File: src/rtl/legv8_pkg.sv
// Shared LEGv8 definitions: datapath widths, fetch stepping, fetch FSM states
// and the canonical NOP encoding.
package legv8_pkg;

    localparam int ADDR_WIDTH  = 64;
    localparam int INSTR_WIDTH = 32;
    localparam int PC_STEP     = 4;

    localparam logic [INSTR_WIDTH-1:0] NOP_INSTR = 32'hD503201F;

    typedef enum logic {
        RUN   = 1'b0,
        FAULT = 1'b1
    } fetch_state_t;

endpackage

File: src/rtl/if_id_reg.sv
// IF/ID holding register: one instruction/PC entry with a valid flag,
// driven by load, squash and implicit hold controls.
module if_id_reg #(
    parameter int ADDR_WIDTH  = legv8_pkg::ADDR_WIDTH,
    parameter int INSTR_WIDTH = legv8_pkg::INSTR_WIDTH
) (
    input  logic                   clk,
    input  logic                   reset,
    input  logic                   load,
    input  logic                   squash,
    input  logic [INSTR_WIDTH-1:0] d_instr,
    input  logic [ADDR_WIDTH-1:0]  d_pc,
    output logic                   valid,
    output logic [INSTR_WIDTH-1:0] instr,
    output logic [ADDR_WIDTH-1:0]  pc
);

    // Squash only drops the valid flag; the stale payload is harmless once invalid.
    always_ff @(posedge clk) begin
        if (reset) begin
            valid <= 1'b0;
            instr <= '0;
            pc    <= '0;
        end else if (squash) begin
            valid <= 1'b0;
        end else if (load) begin
            valid <= 1'b1;
            instr <= d_instr;
            pc    <= d_pc;
        end
    end

endmodule

File: src/rtl/fetch_unit.sv
// LEGv8 instruction-fetch stage: owns the PC, captures instructions into the
// IF/ID register, handles branch redirects and latches fetch-address faults.
module fetch_unit #(
    parameter int                    ADDR_WIDTH  = legv8_pkg::ADDR_WIDTH,
    parameter int                    INSTR_WIDTH = legv8_pkg::INSTR_WIDTH,
    parameter logic [ADDR_WIDTH-1:0] RESET_PC    = '0,
    parameter int                    PC_STEP     = legv8_pkg::PC_STEP,
    parameter int                    MEM_BYTES   = 128
) (
    input  logic                   clk,
    input  logic                   reset,
    output logic [ADDR_WIDTH-1:0]  read_address,
    input  logic [INSTR_WIDTH-1:0] instruction,
    input  logic                   branch_taken,
    input  logic [ADDR_WIDTH-1:0]  branch_target,
    output logic                   if_valid,
    input  logic                   id_ready,
    output logic [INSTR_WIDTH-1:0] if_instr,
    output logic [ADDR_WIDTH-1:0]  if_pc,
    output logic                   fault,
    output logic [ADDR_WIDTH-1:0]  fault_pc,
    output logic [31:0]            fetch_count
);

    import legv8_pkg::*;

    localparam logic [ADDR_WIDTH-1:0] LAST_PC = ADDR_WIDTH'(MEM_BYTES - 4);

    fetch_state_t          state, state_next;
    logic [ADDR_WIDTH-1:0] pc, pc_next;
    logic                  can_load;
    logic                  pc_illegal;
    logic                  do_load;
    logic                  do_squash;
    logic                  do_fault;

    assign can_load     = !if_valid || id_ready;
    assign pc_illegal   = (pc[1:0] != 2'b00) || (pc > LAST_PC);
    assign read_address = pc;

    // Priority in RUN: branch redirect, then fault check, then load, else hold.
    always_comb begin
        state_next = state;
        pc_next    = pc;
        do_load    = 1'b0;
        do_squash  = 1'b0;
        do_fault   = 1'b0;
        case (state)
            RUN: begin
                if (branch_taken) begin
                    do_squash = 1'b1;
                    pc_next   = branch_target;
                end else if (can_load) begin
                    if (pc_illegal) begin
                        do_fault   = 1'b1;
                        do_squash  = 1'b1;
                        state_next = FAULT;
                    end else begin
                        do_load = 1'b1;
                        pc_next = pc + ADDR_WIDTH'(PC_STEP);
                    end
                end
            end
            FAULT: begin
                if (if_valid && id_ready) begin
                    do_squash = 1'b1;
                end
            end
            default: state_next = RUN;
        endcase
    end

    always_ff @(posedge clk) begin
        if (reset) begin
            state <= RUN;
            pc    <= RESET_PC;
        end else begin
            state <= state_next;
            pc    <= pc_next;
        end
    end

    // The fault flag is sticky; only reset clears it.
    always_ff @(posedge clk) begin
        if (reset) begin
            fault    <= 1'b0;
            fault_pc <= '0;
        end else if (do_fault) begin
            fault    <= 1'b1;
            fault_pc <= pc;
        end
    end

    always_ff @(posedge clk) begin
        if (reset) begin
            fetch_count <= '0;
        end else if (do_load && (fetch_count != 32'hFFFF_FFFF)) begin
            fetch_count <= fetch_count + 32'd1;
        end
    end

    if_id_reg #(
        .ADDR_WIDTH (ADDR_WIDTH),
        .INSTR_WIDTH(INSTR_WIDTH)
    ) u_if_id_reg (
        .clk    (clk),
        .reset  (reset),
        .load   (do_load),
        .squash (do_squash),
        .d_instr(instruction),
        .d_pc   (pc),
        .valid  (if_valid),
        .instr  (if_instr),
        .pc     (if_pc)
    );

endmodule

File: config.mk
export PLATFORM = sky130hd
export DESIGN_NAME = fetch_unit
export DESIGN_NICKNAME = d
export VERILOG_FILES = /design/src/rtl/legv8_pkg.sv /design/src/rtl/if_id_reg.sv /design/src/rtl/fetch_unit.sv
export SDC_FILE = /design/constraint.sdc
export NUM_CORES = 1
export LEC_CHECK = 0
export CAP_MARGIN = 20
export CORE_AREA = 2 2 195 197
export DETAILED_ROUTE_END_ITERATION = 16
export DIE_AREA = 0 0 197 199
export PLACE_DENSITY = 0.61
export SYNTH_ARGS = -nofsm -noshare
export SYNTH_HDL_FRONTEND = slang
export SYNTH_HIERARCHICAL = 1
export SYNTH_SLANG_ARGS = --single-unit
File: constraint.sdc
create_clock -name clk -period 2.07 [get_ports clk]
set_input_delay 0.414 -clock clk [delete_from_list [all_inputs] [get_ports clk]]
set_output_delay 0.414 -clock clk [all_outputs]
set_load 0.005 [all_outputs]
==> results of run 1 <==
-- cell usage after synthesis (all sizes together) (2+ instances only) --
master	instances
a211oi	3
a21oi	59
a22o	34
a311oi	2
and2	8
and3	10
and4	5
buf	28
clkbuf	72
dfxtp	259
ha	2
inv	13
mux2i	66
nand2	78
nand2b	100
nand3	39
nand4	28
nand4b	3
nand4bb	96
nor2	88
nor2b	4
nor3	8
nor4	18
nor4b	2
o21ai	155
o22ai	2
o31ai	18
o32ai	2
o41ai	4
or2	4
or3	30
or4	2
-- routing by layer --
metal,share of wire,vias to the layer above
li1,-,5552
met1,0.43,5690
met2,0.47,394
met3,0.075,82
met4,0.025,8
met5,0.0011,-
-- logic make-up after synthesis --
kind of cell               Yosys count  share of synthesized area
and+or+nand+nor                    524                      0.294
AOI/OAI and AO/OA                  286                      0.147
xor gates and xnor gates             1                   0.000770
adders and majority gates            2                    0.00220
muxes                               67                     0.0591
DFF                                259                      0.456
buffers and inverters              113                     0.0411
-- registers in the layout, indices dropped and copies added (netlist names) --
register / count
fault_pc: 64
read_address: 64
u_if_id_reg/pc: 64
fetch_count: 32
u_if_id_reg/instr: 32
fault: 1
state: 1
u_if_id_reg/valid: 1
-- power by group --
group | leakage [nW] | switching [mW] | internal, mW
sequential | 2.11 | 0.0694 | 5.09
combinational | 4.37 | 0.729 | 0.896
clock | 0.476 | 2.21 | 3.07
-- stage by stage --
step | cell area, µm² | utilization | setup slack (ps) | hold WS (ps)
after detailed placement | 16600 | 0.446 | -600 | 454
after global routing | 18900 | 0.510 | -529 | 228
after CTS | 18400 | 0.496 | -393 | 198
final | 19000 | 0.510 | -439 | 195
after floorplan | 11500 | - | -68.2 | 459
after global placement | 16600 | 0.446 | -536 | 451
-- path summary, 6_finish.rpt --
check | slack (ps) | to | depth (start not counted) | start
max | -440 | u_if_id_reg/pc[54] | 13 | read_address[28]
max reg2reg | -440 | u_if_id_reg/pc[54] | 13 | read_address[28]
min | 190 | fault_pc[59] | 2 | reset
min reg2reg | 460 | u_if_id_reg/pc[47] | 2 | u_if_id_reg/pc[47]
-- cell type report --
type	instances	area (µm²)	share of cell area
Multi-Input combinational cell	880	6200	0.327
Timing Repair Buffer	549	5900	0.311
Sequential cell	259	5220	0.275
Clock buffer	44	885	0.0467
Tap cell	474	593	0.0313
Clock inverter	9	80.1	0.00422
Inverter	13	48.8	0.00257
Antenna cell	10	25.0	0.00132
-- timing repair --
item / in CTS / in global routing
pin swaps: 17 / 39
setup endpoints to repair: 256 / 270
gates resized for setup: 84 / 165
gates cloned: 17 / 8
setup buffers: 17 / 7
==> flow_metrics.env, run 1 <==
export IMPL_ys_flop_type="dfxtp_1"
export IMPL_avgSynthCellArea_um2=9.09
export IMPL_cts_sinks=259
export IMPL_ys_top_cells_by_area="dfxtp_1, nand4bb_1, mux2i_1, nand2b_1, o21ai_0"
export IMPL_layout_commonest_cell="clkdlybuf4s50_1"
export IMPL_crit_path_end_kind="register"
export IMPL_num_io_pins=358
export IMPL_slowest_stage="nor4_4"
export IMPL_cts_root_buffer="clkbuf_16"
export IMPL_synth_seq_cells=259
export IMPL_path_cells="nor4_4 > buf_4 > nand3_4 > nor4_4 > buf_4 > a21oi_2 > nor2_2 > a21oi_4 > nor2b_4 > buf_12 > buf_12 > clkbuf_16 > o21ai_2"
export IMPL_final_hold_viol_count=0
export IMPL_clkLatencyLatePin_ps=570
export IMPL_crit_required_ps=2540
export IMPL_final_nets=1836
export IMPL_fin_ws_ps=-439
export IMPL_dieArea_mm2=0.0392
export IMPL_postCtsHoldBufs=0
export IMPL_die_h_um=199
export IMPL_violations="negative setup slack"
export IMPL_dp_cells=2137
export IMPL_yosysSeqAreaShare=0.456
export IMPL_syn_area_mm2=0.0114
export IMPL_grt_use_met1=0.292
export IMPL_chipWidth_um=197
export IMPL_slew_viol_final=0
export IMPL_worst_pin_slew_ps=551
export IMPL_async_flop_share=0
export IMPL_outcome="finished, violations left"
export IMPL_drive_gt1_frac=0.204
export IMPL_syn_inst=1252
export IMPL_rows=71
export IMPL_firstDrtPassIters=7
export IMPL_antenna_found_initial=13
export IMPL_power_density_mw_per_mm2=636
export IMPL_drc=0
export IMPL_num_fill_cells=3418
export IMPL_hpwl_um=31400
export IMPL_grtUsageMet3=0.0561
export IMPL_grt_pass1_vias=11200
export IMPL_max_slew_margin=0.633
export IMPL_areaGrowthSynthToFinish_pct=66.6
export IMPL_finalSetupViolCount=251
export IMPL_critPathLaunchType="register"
export IMPL_synth_fp_nets=1354
export IMPL_final_antenna_net_count=0
export IMPL_io_buffers=357
export IMPL_yosysWarnings=6
export IMPL_grt_usage=0.224
export IMPL_grt_max_degree=94
export IMPL_synth_edff_count=0
export IMPL_synth_top_cell_by_area="dfxtp_1"
export IMPL_crit_arrival_ps=2970
export IMPL_grt_overflow=0
export IMPL_worstSetupPathType="register to register"
export IMPL_ir_worst_vdd_mv=0.661
export IMPL_core_mm2=0.0371
export IMPL_wl_um=47500
export IMPL_hold_class="input pin to register"
export IMPL_cts_made_buffers=31
export IMPL_yosys_area_top_type_share=0.456
export IMPL_drt_iter0_markers=644
export IMPL_fin_worst_skew_ps=24.0
export IMPL_start_util=0.306
export IMPL_clockBufferDepth=3
export IMPL_p_total_mw=12.1
export IMPL_cp_max_fo=5
export IMPL_final_cells=2238
export IMPL_path_buf_inv=5
export IMPL_synth_distinct_cells=51
export IMPL_vias=11700
export IMPL_grt_busiest_layer="met2"
export IMPL_slowest_delay_ps=390
export IMPL_gp_congestion=0.827
export IMPL_tns_ps=-81680
export IMPL_p_leak_nw=6.95
export IMPL_cts_tree="built"
export IMPL_finalCriticalPeriod_ps=2510
export IMPL_cap_violations=0
export IMPL_cts_htree_levels=1
export IMPL_wl_per_cell_um=21.2
export IMPL_clk_pin_slew_ps=60
export IMPL_path_delay_family="simple AND/OR/NAND/NOR gates"
export IMPL_grtUsageMet2=0.362
export IMPL_clock_fmax_mhz=399
export IMPL_layout_common_cells="clkdlybuf4s50_1, dfxtp_1, buf_4"
export IMPL_period_share=1.21
export IMPL_rsz0062_at_grt="yes"
export IMPL_grt_first_pass_wirelength_um=68100
export IMPL_vias_per_cell=5.24
Power figures use the tool's default switching activity.
==> inputs of run 2 (changes only) <==
--- a/config.mk
+++ b/config.mk
@@ -9,6 +9,7 @@
 export CORE_AREA = 2 2 195 197
 export DETAILED_ROUTE_END_ITERATION = 16
 export DIE_AREA = 0 0 197 199
+export GPL_TIMING_DRIVEN = 0
 export PLACE_DENSITY = 0.61
 export SYNTH_ARGS = -nofsm -noshare
 export SYNTH_HDL_FRONTEND = slang
==> flow_metrics.env, run 2 (same netlist as run 1, synthesis figures left out) <==
export IMPL_critPathLaunchType="register"
export IMPL_grt_overflow=0
export IMPL_max_slew_margin=0.334
export IMPL_final_nets=1790
export IMPL_startpoint="read_address[43]"
export IMPL_cts_root_buffer="clkbuf_16"
export IMPL_drc=0
export IMPL_reg2reg_depth=12
export IMPL_fin_worst_skew_ps=16.5
export IMPL_period_share=1.20
export IMPL_p_total_mw=12.0
export IMPL_clk_pin_slew_ps=60
export IMPL_path_cells="nor4_4 > nand4_1 > nor4_4 > buf_4 > a21oi_2 > nor2_2 > a21oi_4 > nor2b_4 > buf_6 > clkbuf_16 > clkbuf_16 > o21ai_1"
export IMPL_crit_path_end_kind="register"
export IMPL_cap_violations=0
export IMPL_cts_htree_levels=1
export IMPL_chipWidth_um=197
export IMPL_die_h_um=199
export IMPL_finalSetupViolCount=251
export IMPL_postCtsHoldBufs=0
export IMPL_grt_max_degree=15
export IMPL_start_util=0.306
export IMPL_path_delay_family="simple AND/OR/NAND/NOR gates"
export IMPL_p_leak_nw=6.42
export IMPL_reg2reg_to="u_if_id_reg/instr[20]"
export IMPL_grt_first_pass_wirelength_um=69500
export IMPL_layout_common_cells="clkdlybuf4s50_1, dfxtp_1, nand2b_1"
export IMPL_areaGrowthSynthToFinish_pct=60.0
export IMPL_wl_um=48200
export IMPL_violations="negative setup slack"
export IMPL_dieArea_mm2=0.0392
export IMPL_final_cells=2197
export IMPL_tns_ps=-72180
export IMPL_core_mm2=0.0371
export IMPL_fin_ws_ps=-408
export IMPL_slowest_delay_ps=350
export IMPL_r2r_start="read_address[43]"
export IMPL_rows=71
export IMPL_clock_fmax_mhz=403
export IMPL_power_density_mw_per_mm2=658
export IMPL_firstDrtPassIters=5
export IMPL_rsz0062_at_grt="yes"
export IMPL_vias=11700
export IMPL_grt_pass1_vias=11100
export IMPL_grt_usage=0.231
export IMPL_clkLatencyLatePin_ps=560
export IMPL_p_int_mw=8.99
export IMPL_outcome="finished, violations left"
export IMPL_hold_class="input pin to register"
export IMPL_p_switching_mw=2.97
export IMPL_final_antenna_net_count=0
export IMPL_final_hold_viol_count=0
export IMPL_ir_worst_vdd_mv=0.666
export IMPL_cts_sinks=259
export IMPL_crit_arrival_ps=2920
export IMPL_cp_depth=12
export IMPL_finalCriticalPeriod_ps=2480
export IMPL_swShare=0.248
export IMPL_wl_per_cell_um=21.9
export IMPL_slew_viol_final=0
export IMPL_dp_cells=2083
export IMPL_clockBufferDepth=3
export IMPL_hpwl_um=34100
export IMPL_clkPwrFrac=0.448
export IMPL_cp_max_fo=5
export IMPL_layout_commonest_cell="clkdlybuf4s50_1"
export IMPL_drive_gt1_frac=0.185
export IMPL_crit_required_ps=2510
export IMPL_cts_tree="built"
export IMPL_stdcell_area_mm2=0.0182
export IMPL_path_buf_inv=4
export IMPL_cts_made_buffers=30
export IMPL_final_util=0.490
export IMPL_worst_pin_slew_ps=1000
export IMPL_seqPwrFrac=0.441
export IMPL_reg2reg_slack_ps=-410
export IMPL_gp_congestion=0.836
export IMPL_place_area_mm2=0.0156
export IMPL_vias_per_cell=5.30
export IMPL_num_io_pins=358
export IMPL_io_buffers=357
export IMPL_critPathCapture="u_if_id_reg/instr[20]"
export IMPL_p_comb_frac=0.111
export IMPL_drt_iter0_markers=587
export IMPL_worstSetupPathType="register to register"
export IMPL_slowest_stage="dfxtp_4"
export IMPL_antenna_found_initial=15
## run 2: changes by cell type in the layout (fill, tap and decap cells not counted), sizes merged
| cell | previous run | this run |
|---|---|---|
| diode | 10 | 12 |
| clkbuf | 53 | 112 |
| inv | 15 | 14 |
| bufinv | 1 | 3 |
| clkinv | 5 | 10 |
| dlymetal6s2s | 6 | 0 |
| clkdlybuf4s50 | 349 | 357 |
| buf | 185 | 75 |
## run 2: power groups by stage
stage / logic, mW / registers (mW) / clock network, mW
2_1_floorplan: 0.534 / 5.31 / 0
3_3_place_gp: 1.12 / 5.38 / 0
3_5_place_dp: 1.13 / 5.38 / 0
4_1_cts: 1.24 / 5.27 / 5.47
5_1_grt: 1.40 / 5.29 / 5.66
6_report: 1.32 / 5.28 / 5.36
## run 2: how the worst min path moves through the flow
stage                           from               endpoint  slack [ps]  cells after the start
4_1_cts            branch_target[52]       read_address[52]         390                      3
5_1_grt            branch_target[13]       read_address[13]         410                      3
2_1_floorplan  u_if_id_reg/instr[10]  u_if_id_reg/instr[10]         460                      2
3_5_place_dp   u_if_id_reg/instr[26]  u_if_id_reg/instr[26]         450                      2
6_report            branch_target[0]        read_address[0]         410                      3
3_3_place_gp   u_if_id_reg/instr[14]  u_if_id_reg/instr[14]         450                      2
## run 2: area by class of cell
type / instances / area (µm²)
Multi-Input combinational cell: 880 / 6320
Timing Repair Buffer: 409 / 4190
Clock inverter: 15 / 156
Inverter: 13 / 48.8
Sequential cell: 259 / 5300
Buffer: 95 / 728
Clock buffer: 40 / 830
Fill cell: 3484 / 18900
Tap cell: 474 / 593
Antenna cell: 12 / 30.0
## run 2: layer usage
layer  track usage  up-vias  part of all wire
li1              -     5445                 -
met1         0.295     5676              0.43
met2         0.379      442              0.47
met3        0.0565       84             0.078
met4        0.0810        6             0.027
met5             0        -           0.00091
## run 2: through the flow
stage	hold WS, ps	worst slack [ps]
floorplan	459	-68.2
global placement	452	-1490
detailed placement	453	-1550
CTS	385	-363
global route	414	-458
finish	408	-408
## run 2: worst register-to-register path, delay by kind of cell (launching register included)
kind,cells,cell delay [ps]
buffers and inverters,4,660
and+or+nand+nor,5,1130
DFF,1,350
AOI/OAI and AO/OA,3,220
## run 2: timing repair
item / in CTS / in global routing
setup buffers: 26 / 14
resized for setup: 203 / 114
gates cloned: 5 / 9
setup endpoints to repair: 290 / 270
pin swaps: 29 / 52
